File: src/rtl/riscv_pkg.sv
// Shared types for the data-memory arbiter slice: datapath width,
// arbiter FSM states and requester ids.
package riscv_pkg;

    localparam int unsigned XLEN = 32;

    typedef enum logic [1:0] {ARB_IDLE, ARB_WAIT, ARB_RESP} arb_state_e;
    typedef enum logic {REQ_CORE, REQ_DBG} arb_id_e;

endpackage

File: src/rtl/rr_arbiter2.sv
// Combinational two-way round-robin picker: on a tie the port that did not
// own the previous grant wins; a lone request always wins.
module rr_arbiter2
    import riscv_pkg::*;
(
    input  logic       i_req_core,
    input  logic       i_req_dbg,
    input  arb_id_e    i_last,
    output logic [1:0] o_gnt,
    output arb_id_e    o_id
);

    always_comb begin
        o_id = REQ_CORE;
        if (i_req_core && i_req_dbg) begin
            o_id = (i_last == REQ_CORE) ? REQ_DBG : REQ_CORE;
        end else if (i_req_dbg) begin
            o_id = REQ_DBG;
        end

        o_gnt = '0;
        if (i_req_core || i_req_dbg) begin
            o_gnt = (o_id == REQ_DBG) ? 2'b10 : 2'b01;
        end
    end

endmodule

File: src/rtl/dmem_arbiter.sv
// Shares the single-port data memory between the core load/store path and
// the debug/loader port: one outstanding access, fixed memory latency.
module dmem_arbiter #(
    parameter int unsigned XLEN    = riscv_pkg::XLEN,
    parameter int unsigned MEM_LAT = 1
) (
    input  logic            clk_i,
    input  logic            rstn_i,

    input  logic            core_req_i,
    input  logic            core_we_i,
    input  logic [XLEN-1:0] core_addr_i,
    input  logic [XLEN-1:0] core_wdata_i,
    input  logic [3:0]      core_be_i,
    output logic            core_gnt_o,
    output logic            core_rvalid_o,
    output logic [XLEN-1:0] core_rdata_o,
    output logic            core_stall_o,

    input  logic            dbg_req_i,
    input  logic            dbg_we_i,
    input  logic [XLEN-1:0] dbg_addr_i,
    input  logic [XLEN-1:0] dbg_wdata_i,
    input  logic [3:0]      dbg_be_i,
    output logic            dbg_gnt_o,
    output logic            dbg_rvalid_o,
    output logic [XLEN-1:0] dbg_rdata_o,

    output logic            mem_en_o,
    output logic            mem_we_o,
    output logic [XLEN-1:0] mem_addr_o,
    output logic [XLEN-1:0] mem_wdata_o,
    output logic [3:0]      mem_be_o,
    input  logic [XLEN-1:0] mem_rdata_i
);

    import riscv_pkg::*;

    arb_state_e      r_state;
    logic [2:0]      r_cnt;
    arb_id_e         r_owner;
    logic            r_owner_we;
    arb_id_e         r_ptr;
    logic            r_core_rvalid;
    logic            r_dbg_rvalid;
    logic [XLEN-1:0] r_core_rdata;
    logic [XLEN-1:0] r_dbg_rdata;

    logic [1:0]      w_gnt;
    arb_id_e         w_win_id;
    logic            w_grant;

    rr_arbiter2 u_rr (
        .i_req_core (core_req_i),
        .i_req_dbg  (dbg_req_i),
        .i_last     (r_ptr),
        .o_gnt      (w_gnt),
        .o_id       (w_win_id)
    );

    assign w_grant = (r_state == ARB_IDLE) && (core_req_i || dbg_req_i);

    assign core_gnt_o    = w_grant && w_gnt[0];
    assign dbg_gnt_o     = w_grant && w_gnt[1];
    assign core_rvalid_o = r_core_rvalid;
    assign dbg_rvalid_o  = r_dbg_rvalid;
    assign core_rdata_o  = r_core_rdata;
    assign dbg_rdata_o   = r_dbg_rdata;
    assign core_stall_o  = core_req_i && !r_core_rvalid;

    // Memory strobe and fields exist only in the grant cycle; zero otherwise.
    always_comb begin
        mem_en_o    = 1'b0;
        mem_we_o    = 1'b0;
        mem_addr_o  = '0;
        mem_wdata_o = '0;
        mem_be_o    = '0;
        if (w_grant) begin
            mem_en_o = 1'b1;
            if (w_win_id == REQ_DBG) begin
                mem_we_o    = dbg_we_i;
                mem_addr_o  = dbg_addr_i;
                mem_wdata_o = dbg_wdata_i;
                mem_be_o    = dbg_be_i;
            end else begin
                mem_we_o    = core_we_i;
                mem_addr_o  = core_addr_i;
                mem_wdata_o = core_wdata_i;
                mem_be_o    = core_be_i;
            end
        end
    end

    always_ff @(posedge clk_i or negedge rstn_i) begin
        if (!rstn_i) begin
            r_state       <= ARB_IDLE;
            r_cnt         <= '0;
            r_owner       <= REQ_CORE;
            r_owner_we    <= 1'b0;
            r_ptr         <= REQ_DBG;
            r_core_rvalid <= 1'b0;
            r_dbg_rvalid  <= 1'b0;
            r_core_rdata  <= '0;
            r_dbg_rdata   <= '0;
        end else begin
            r_core_rvalid <= 1'b0;
            r_dbg_rvalid  <= 1'b0;
            case (r_state)
                ARB_IDLE: begin
                    if (w_grant) begin
                        r_owner    <= w_win_id;
                        r_ptr      <= w_win_id;
                        r_owner_we <= mem_we_o;
                        r_cnt      <= 3'(MEM_LAT - 1);
                        if (MEM_LAT == 1) begin
                            r_state       <= ARB_RESP;
                            r_core_rvalid <= (w_win_id == REQ_CORE);
                            r_dbg_rvalid  <= (w_win_id == REQ_DBG);
                        end else begin
                            r_state <= ARB_WAIT;
                        end
                    end
                end
                ARB_WAIT: begin
                    // rvalid is raised on the edge that enters ARB_RESP.
                    r_cnt <= r_cnt - 3'd1;
                    if (r_cnt == 3'd1) begin
                        r_state       <= ARB_RESP;
                        r_core_rvalid <= (r_owner == REQ_CORE);
                        r_dbg_rvalid  <= (r_owner == REQ_DBG);
                    end
                end
                ARB_RESP: begin
                    if (!r_owner_we) begin
                        if (r_owner == REQ_CORE) begin
                            r_core_rdata <= mem_rdata_i;
                        end else begin
                            r_dbg_rdata <= mem_rdata_i;
                        end
                    end
                    r_state <= ARB_IDLE;
                end
                default: r_state <= ARB_IDLE;
            endcase
        end
    end

endmodule
File: config.mk
export PLATFORM = sky130hd
export DESIGN_NAME = dmem_arbiter
export DESIGN_NICKNAME = d
export VERILOG_FILES = /design/src/rtl/riscv_pkg.sv /design/src/rtl/rr_arbiter2.sv /design/src/rtl/dmem_arbiter.sv
export SDC_FILE = /design/constraint.sdc
export NUM_CORES = 1
export LEC_CHECK = 0
export ABC_AREA = 1
export CORE_ASPECT_RATIO = 0.6
export CORE_MARGIN = 1.5
export CORE_UTILIZATION = 29
export DETAILED_ROUTE_END_ITERATION = 7
export GPL_TIMING_DRIVEN = 0
export PLACE_DENSITY = 0.78
export SLEW_MARGIN = 0
export SYNTH_ARGS = -nofsm -noshare
export SYNTH_HDL_FRONTEND = slang
export SYNTH_SLANG_ARGS = --single-unit
File: constraint.sdc
create_clock -name clk_i -period 1.16 [get_ports clk_i]
set_input_delay 0.116 -clock clk_i [delete_from_list [all_inputs] [get_ports clk_i]]
set_output_delay 0.116 -clock clk_i [all_outputs]
set_load 0.01 [all_outputs]
==> summary.txt, run 1 <==
Detailed routing
  – Routed WL: around 19 mm
  – Via Count: about 5000
  – 1st-iter DRT viols: between 300 and 400
  – Wire per inst: 17.79 um
  – DR vias/cell: 4.755
  – Pre-antenna DRT Iters: 4
  – Routed Antenna Nets: 0
  – DRC viols: 0

Global routing
  – Total grt overflow: 0
  – Largest net degree at the start of global routing: 71
  – Initial antenna violation count: 0
  – GR Util All Layers: 0.2506
  – First-pass GRT wire length: 24.90 mm
  – Number of global-route vias before repair: 4554

Final layout
  – Diodes inserted: 0
  – Design area: 0.009085 sq mm
  – Fillers: 845
  – Layout cell share with drive strength beyond 1: 0.4368
  – Layout area overhead: 152.3%
  – Layout Cells excl Fill: 1051
  – Nets: 1056
  – Final core utilization: 0.7507

Power
  – Pwr Total: 14.85 mW
  – Pwr Density: 1635 mW/mm^2
  – Leakage dissipation: about 4.8 nW
  – Max IR drop VDD: 0.7766 mV

Yosys
  – Synth Area in XOR/XNOR: 0
  – Yosys cell types: 15
  – Yosys top cell area share: 0.4795
  – Mapped Nets: 669
  – Seq cells post-synth: 70
  – Synth Area in Adders: 0
  – Post-synth top area cell: dfrtp_1
  – Cells after synthesis: 495
  – Main combinational cell family by area after synthesis: simple AND/OR/NAND/NOR gates
  – Syn_area_per_cell: ~7.3 sq um
  – Synth Area in Compound Gates: 0.09173
  – Mux cell area share after synthesis: 0
  – Simple-Gate Fraction of Synth Area: 0.3367
  – Mapped Area: 0.003601 sq mm
  – Seq/Total Area, Yosys: 0.4868
  – Area contributors post-synth: dfrtp_1 48%, nand2_1 21%, nand3_1 9.7%
  – Yosys warning total: 0

Critical path
  – Crit end category: output port
  – Worst setup SP type: register
  – Critical Path Fanout Max: 6
  – Worst path cell trace: nand2_4 -> buf_4 -> nand2_4 -> buf_6 -> buf_4 -> nand3_1 -> nand2_2 -> buf_6
  – CP bufs+invs: 4
  – Kind of cell adding the most delay to the critical path: flip-flops
  – Max stage delay cell, worst path: dfstp_2
  – CP peak stage delay: between 0.5 and 0.6 ns
  – Critical path class: reg2out
  – Worst path required time: approximately 1.0 ns
  – Crit path DAT: 1.75 ns

Timing
  – Fin Clk Skew: 0.003793 ns
  – Final Max Tran Viols: 0
  – Fmax: between 500 and 600 MHz
  – RSZ-0062 raised after global routing: true
  – Slew HR: 0.5715
  – Final setup TNS: -57.73 ns
  – Hold WS: 0.3536 ns
  – Final worst-path cycle share: 1.610
  – Final min period: 1.867 ns
  – Slack of the critical path: -0.7073 ns
  – Slew @ Worst Pin: 0.6428 ns
  – Final setup fails: approximately 140
  – Final Hold Viols: 0

Floorplanning
  – Number of cell rows: 31
  – Starting Density: 0.2976
  – # IOs: around 310
  – Die ar.: 0.01312 sq mm
  – Core area: approximately 0.012 sq mm
  – Die Height: 89.32 um
  – Overall die width: around 150 um

Clocking
  – CTS tree: yes
  – Clk pin slew, worst setup/hold paths: roughly 0.05 ns
  – Clk root buf: clkbuf_16
  – Clock Sinks: 70
  – Clock Tree Buf Depth: 2
  – Clk_lat worst skew: 0.32 ns
  – TritonCTS Buffers: 9
  – Htree depth: 3

Status
  – Failing checks: setup timing
  – Status: finished, violations left

Placed design
  – DP Area: 0.006960 sq mm
  – Routability congestion estimate: 0.8451
  – Input/output buffers: 312
  – Pre-CTS WS: -1.058 ns
  – Dpl cells: a little under 1000
  – Hpwl dp: around 12 mm

Worst hold path
  – Worst Hold Class: in2reg

Flow run
  – Max Cap Viol: 0
-- cell families after synthesis --
| kind of cell | count (synthesis) |
|---|---|
| simple gates | 287 |
| buf+inv | 72 |
| flops | 70 |
| compound gates | 66 |
-- Yosys cell counts, drive strengths merged --
cell type,count
inv,38
nor2,8
nand3,72
dfstp,1
nand4,1
buf,26
nand2,206
dfrtp,69
clkbuf,8
o21ai,66
-- power by group --
group / switching, mW / internal [mW] / total, mW / leakage [nW]
sequential: 0.917 / 3.59 / 4.51 / 0.865
combinational: 3.59 / 4.32 / 7.91 / 3.77
clock: 1.01 / 1.43 / 2.44 / 0.131
total: 5.52 / 9.33 / 14.9 / 4.76
-- flip-flops by register name, indices dropped and copies added (netlist names) --
name           cells
r_owner            1
r_state            1
dbg_rvalid_o       1
core_rvalid_o      1
r_owner_we         1
r_ptr              1
dbg_rdata_o       32
core_rdata_o      32
-- worst min-delay path, stage by stage --
cell and delay [ns]:
dlygate4sd2_1 0.30, nor2_1 0.12, nor2_1 0.10
-- metal layers --
metal / wire [um] / up-vias / global-route usage
met4: 342 / 0 / 0.06887
li1: - / 2366 / -
met1: 7932 / 2392 / 0.3478
met2: 9130 / 213 / 0.3949
met5: 0 / - / 0
met3: 1292 / 27 / 0.05867
-- final cells by class --
class | instances | area, sq um | share of cell area
inverter | 38 | 145.1 | 0.01598
clock inverter | 6 | 40.04 | 0.004407
sequential | 70 | 1753 | 0.1929
clock buffer | 9 | 225.2 | 0.02479
timing repair buffer | 380 | 3931 | 0.4327
multi-input combinational | 354 | 2387 | 0.2628
buffer | 29 | 396.6 | 0.04366
tap | 165 | 206.4 | 0.02272
-- final timing paths --
check,from,end,slack [ns],cells after the start
setup / recovery,r_ptr$_DFFE_PN1P_,mem_be_o[0],-0.71,8
hold / removal,core_req_i,r_state[1]$_DFFE_PN0P_,0.35,3
setup reg to reg,r_state[1]$_DFFE_PN0P_,dbg_rdata_o[10]$_DFFE_PN0P_,-0.47,10
hold reg to reg,dbg_rdata_o[25]$_DFFE_PN0P_,dbg_rdata_o[25]$_DFFE_PN0P_,0.48,2
max in group asynchronous,rstn_i,r_state[1]$_DFFE_PN0P_,0.34,2
min in group asynchronous,rstn_i,dbg_rdata_o[19]$_DFFE_PN0P_,0.37,2
-- cell usage in the layout, fill, tap and decap left out, types with 17 or more instances in the layout --
master           Yosys  layout
dlygate4sd2_1        0      20
inv_1               38      35
buf_8                0      18
clkdlybuf4s15_1      0      20
dfrtp_1             69      69
dlymetal6s2s_1       0      26
clkdlybuf4s50_1      0     170
nand2_1            205      71
nand3_1             70      54
o21ai_1              3      27
buf_2               25      40
buf_6                0      74
buf_4                1      17
o21ai_2              0      38
nand2_2              1      85
nand2_4              0      51
-- what timing repair did --
item                                   4_1_cts  5_1_grt
resized for setup                          576      294
endpoints found under the hold margin       69        0
hold buffers                                 1        0
pin swaps                                   44       25
setup buffers                               34       14
setup endpoints to repair                  206      240
cloned                                      15        7
(Power assumes the default switching activity.)
==> run 2: changes to the inputs <==
--- a/config.mk
+++ b/config.mk
@@ -11,7 +11,8 @@
 export CORE_UTILIZATION = 29
 export DETAILED_ROUTE_END_ITERATION = 7
 export GPL_TIMING_DRIVEN = 0
-export PLACE_DENSITY = 0.78
+export HOLD_SLACK_MARGIN = 0.12
+export PLACE_DENSITY = 0.76
 export SLEW_MARGIN = 0
 export SYNTH_ARGS = -nofsm -noshare
 export SYNTH_HDL_FRONTEND = slang
==> summary.txt, run 2 (same netlist as run 1, synthesis figures left out) <==
Final layout
  – Most common cell after layout, fill and taps aside: clkdlybuf4s50_1 (unchanged)
  – Layout area overhead: 137.9% (was 152.3%)
  – Nets: 1033 (was 1056)
  – Layout cell share with drive strength beyond 1: 0.3917 (was 0.4368)
  – Most frequent cells in the layout: 170 x clkdlybuf4s50_1, 89 x nand2_1, 70 x nand2_2 (was 170 x clkdlybuf4s50_1, 85 x nand2_2, 74 x buf_6)
  – Final core utilization: 0.7079 (was 0.7507)
  – Diodes inserted: 0 (unchanged)
  – Design area: 0.008567 sq mm (was 0.009085 sq mm)
  – Fillers: 959 (was 845)

Placed design
  – Pre-CTS WS: -1.178 ns (was -1.058 ns)
  – Input/output buffers: 312 (unchanged)
  – Hpwl dp: 12.42 mm (was 12.20 mm)
  – Routability congestion estimate: 0.8445 (was 0.8451)
  – DP Area: 0.006960 sq mm (unchanged)

Status
  – Failing checks: setup timing (unchanged)
  – Status: finished, violations left (unchanged)

Flow run
  – Max Cap Viol: 0 (unchanged)

Floorplanning
  – # IOs: 313 (unchanged)
  – Number of cell rows: 31 (unchanged)
  – Die ar.: 0.01312 sq mm (unchanged)
  – Overall die width: 146.9 um (unchanged)
  – Starting Density: 0.2976 (unchanged)
  – Core area: 0.01210 sq mm (unchanged)
  – Die Height: 89.32 um (unchanged)

Global routing
  – Largest net degree at the start of global routing: 71 (unchanged)
  – First-pass GRT wire length: 25.07 mm (was 24.90 mm)
  – Number of global-route vias before repair: 4589 (was 4554)
  – Initial antenna violation count: 0 (unchanged)
  – GR Util All Layers: 0.2495 (was 0.2506)
  – Total grt overflow: 0 (unchanged)

Power
  – Max IR drop VDD: 0.8842 mV (was 0.7766 mV)
  – Logic pwr share: 0.518 (was 0.532)
  – Pwr Density: 1708 mW/mm^2 (was 1635 mW/mm^2)
  – Leakage dissipation: 4.269 nW (was 4.762 nW)
  – P_sw: 5.570 mW (was 5.520 mW)
  – Net Sw Frac: 0.3807 (was 0.3716)
  – Clock network fraction of total power: 0.166 (was 0.164)
  – Sequential Power Share: 0.316 (was 0.303)
  – Internal power: 9.060 mW (was 9.335 mW)

Timing
  – Final setup fails: 138 (was 141)
  – Slew HR: 0.5747 (was 0.5715)
  – Final worst-path cycle share: 1.552 (was 1.610)
  – RSZ-0062 raised after global routing: true (unchanged)
  – Final min period: 1.800 ns (was 1.867 ns)
  – Final Max Tran Viols: 0 (unchanged)
  – Fin Clk Skew: 0.005519 ns (was 0.003793 ns)
  – Fmax: 555.6 MHz (was 535.5 MHz)
  – Slack of the critical path: -0.6398 ns (was -0.7073 ns)
  – Final Hold Viols: 0 (unchanged)
  – Slew @ Worst Pin: 0.6380 ns (was 0.6428 ns)

Clocking
  – Clk root buf: clkbuf_16 (unchanged)
  – Clk_lat worst skew: 0.32 ns (about the same)
  – Htree depth: 3 (unchanged)
  – CTS tree: yes (unchanged)
  – Clock Sinks: 70 (unchanged)
  – TritonCTS Buffers: 9 (unchanged)
  – Clock Tree Buf Depth: 2 (unchanged)
  – Clk pin slew, worst setup/hold paths: 0.06 ns (was 0.05 ns)

Detailed routing
  – Met2 Wirelength: 9.202 mm (was 9.130 mm)
  – Pre-antenna DRT Iters: 5 (was 4)
  – Wire per inst: 17.97 um (was 17.79 um)
  – DRC viols: 0 (unchanged)
  – 1st-iter DRT viols: 148 (was 319)
  – Met3 Routed Length: 1.557 mm (was 1.292 mm)
  – Max Used Layer: met4 (unchanged)
  – Routed length on met1: 7.518 mm (was 7.932 mm)
  – Routed WL: 18.47 mm (was 18.70 mm)
  – Via Count: 4826 (was 4998)
  – DR vias/cell: 4.695 (was 4.755)
  – Routed Antenna Nets: 0 (unchanged)

Critical path
  – Crit path DAT: 1.68 ns (was 1.75 ns)
  – Critical Path Fanout Max: 5 (was 6)
  – Worst setup SP type: register (unchanged)
  – Critical path class: reg2out (unchanged)
  – Crit end category: output port (unchanged)
  – Worst path required time: 1.04 ns (about the same)

Worst hold path
  – Worst Hold Class: in2reg (unchanged)
run 2: cell types whose count changed in the layout (fill, tap and decap cells not counted), moves of 4 or more:
cell,before,now
nand2_1,71,89
buf_12,7,2
nand3_1,54,64
buf_6,74,59
clkdlybuf4s15_1,20,27
buf_4,17,10
dlygate4sd2_1,20,41
o21ai_2,38,42
dlymetal6s2s_1,26,0
nand3_2,14,5
nand2_2,85,70
run 2: worst paths after layout:
kind	start	to	slack, ns	depth (start not counted)
worst max register to register	r_ptr$_DFFE_PN1P_	r_owner$_DFFE_PN0P_	-0.30	8
min in group asynchronous	rstn_i	dbg_rdata_o[19]$_DFFE_PN0P_	0.38	2
worst min register to register	dbg_rdata_o[31]$_DFFE_PN0P_	dbg_rdata_o[31]$_DFFE_PN0P_	0.49	2
max in group asynchronous	rstn_i	r_owner$_DFFE_PN0P_	0.31	2
worst min-delay path	mem_rdata_i[17]	dbg_rdata_o[17]$_DFFE_PN0P_	0.37	3
worst max-delay path	r_ptr$_DFFE_PN1P_	mem_wdata_o[9]	-0.64	8
run 2: cell type report:
type | instances | area (sq um) | area share
clock buffer | 9 | 225.2 | 0.02629
buffer | 31 | 402.9 | 0.04703
sequential | 70 | 1754 | 0.2048
clock inverter | 6 | 38.79 | 0.004528
inverter | 38 | 142.6 | 0.01665
tap | 165 | 206.4 | 0.02410
timing repair buffer | 354 | 3502 | 0.4088
multi-input combinational | 355 | 2295 | 0.2679
run 2: per-stage QoR:
| stage | hold slack (ns) | total power [mW] | TNS, ns | cells |
|---|---|---|---|---|
| after CTS | 0.3472 | 13.05 | -45.84 | 1017 |
| after global placement | 0.4645 | 10.40 | -250.91 | 972 |
| after floorplan | -0.1796 | 6.399 | 0 | 495 |
| after detailed placement | 0.2929 | 10.52 | -90.21 | 972 |
| after global routing | 0.3904 | 15.42 | -54.62 | 1028 |
| final | 0.3675 | 14.63 | -46.60 | 1028 |
run 2: metal layers:
metal  GRT usage  up-vias
li1            -     2317
met1      0.3395     2282
met2      0.4001      209
met3     0.07194       18
met4     0.04959        0
met5           0        -
run 2: worst max-delay path, cell delays in order, from the launching register on:
cell and delay, ns:
dfstp_2 0.55, nand2_4 0.07, nand2_4 0.11, nor2_4 0.06, clkbuf_16 0.16, buf_8 0.14
nand2_4 0.07, nand2_1 0.05, buf_2 0.13
run 2: power groups by stage:
stage / clock, mW / sequential (mW) / combinational (mW)
after floorplan: 0 / 4.73 / 1.67
after CTS: 2.49 / 4.28 / 6.28
after global routing: 2.59 / 4.75 / 8.08
after detailed placement: 0 / 4.23 / 6.29
after global placement: 0 / 4.18 / 6.22
final: 2.43 / 4.62 / 7.58
run 2: timing repair:
| action | CTS | global route |
|---|---|---|
| hold endpoints to repair | 69 | 0 |
| hold buffers | 1 | 0 |
| buffers inserted | 18 | 10 |
| pin swaps | 14 | 23 |
| resized for setup | 565 | 241 |
| endpoints found under the setup margin | 207 | 212 |
| gates cloned | 12 | 4 |
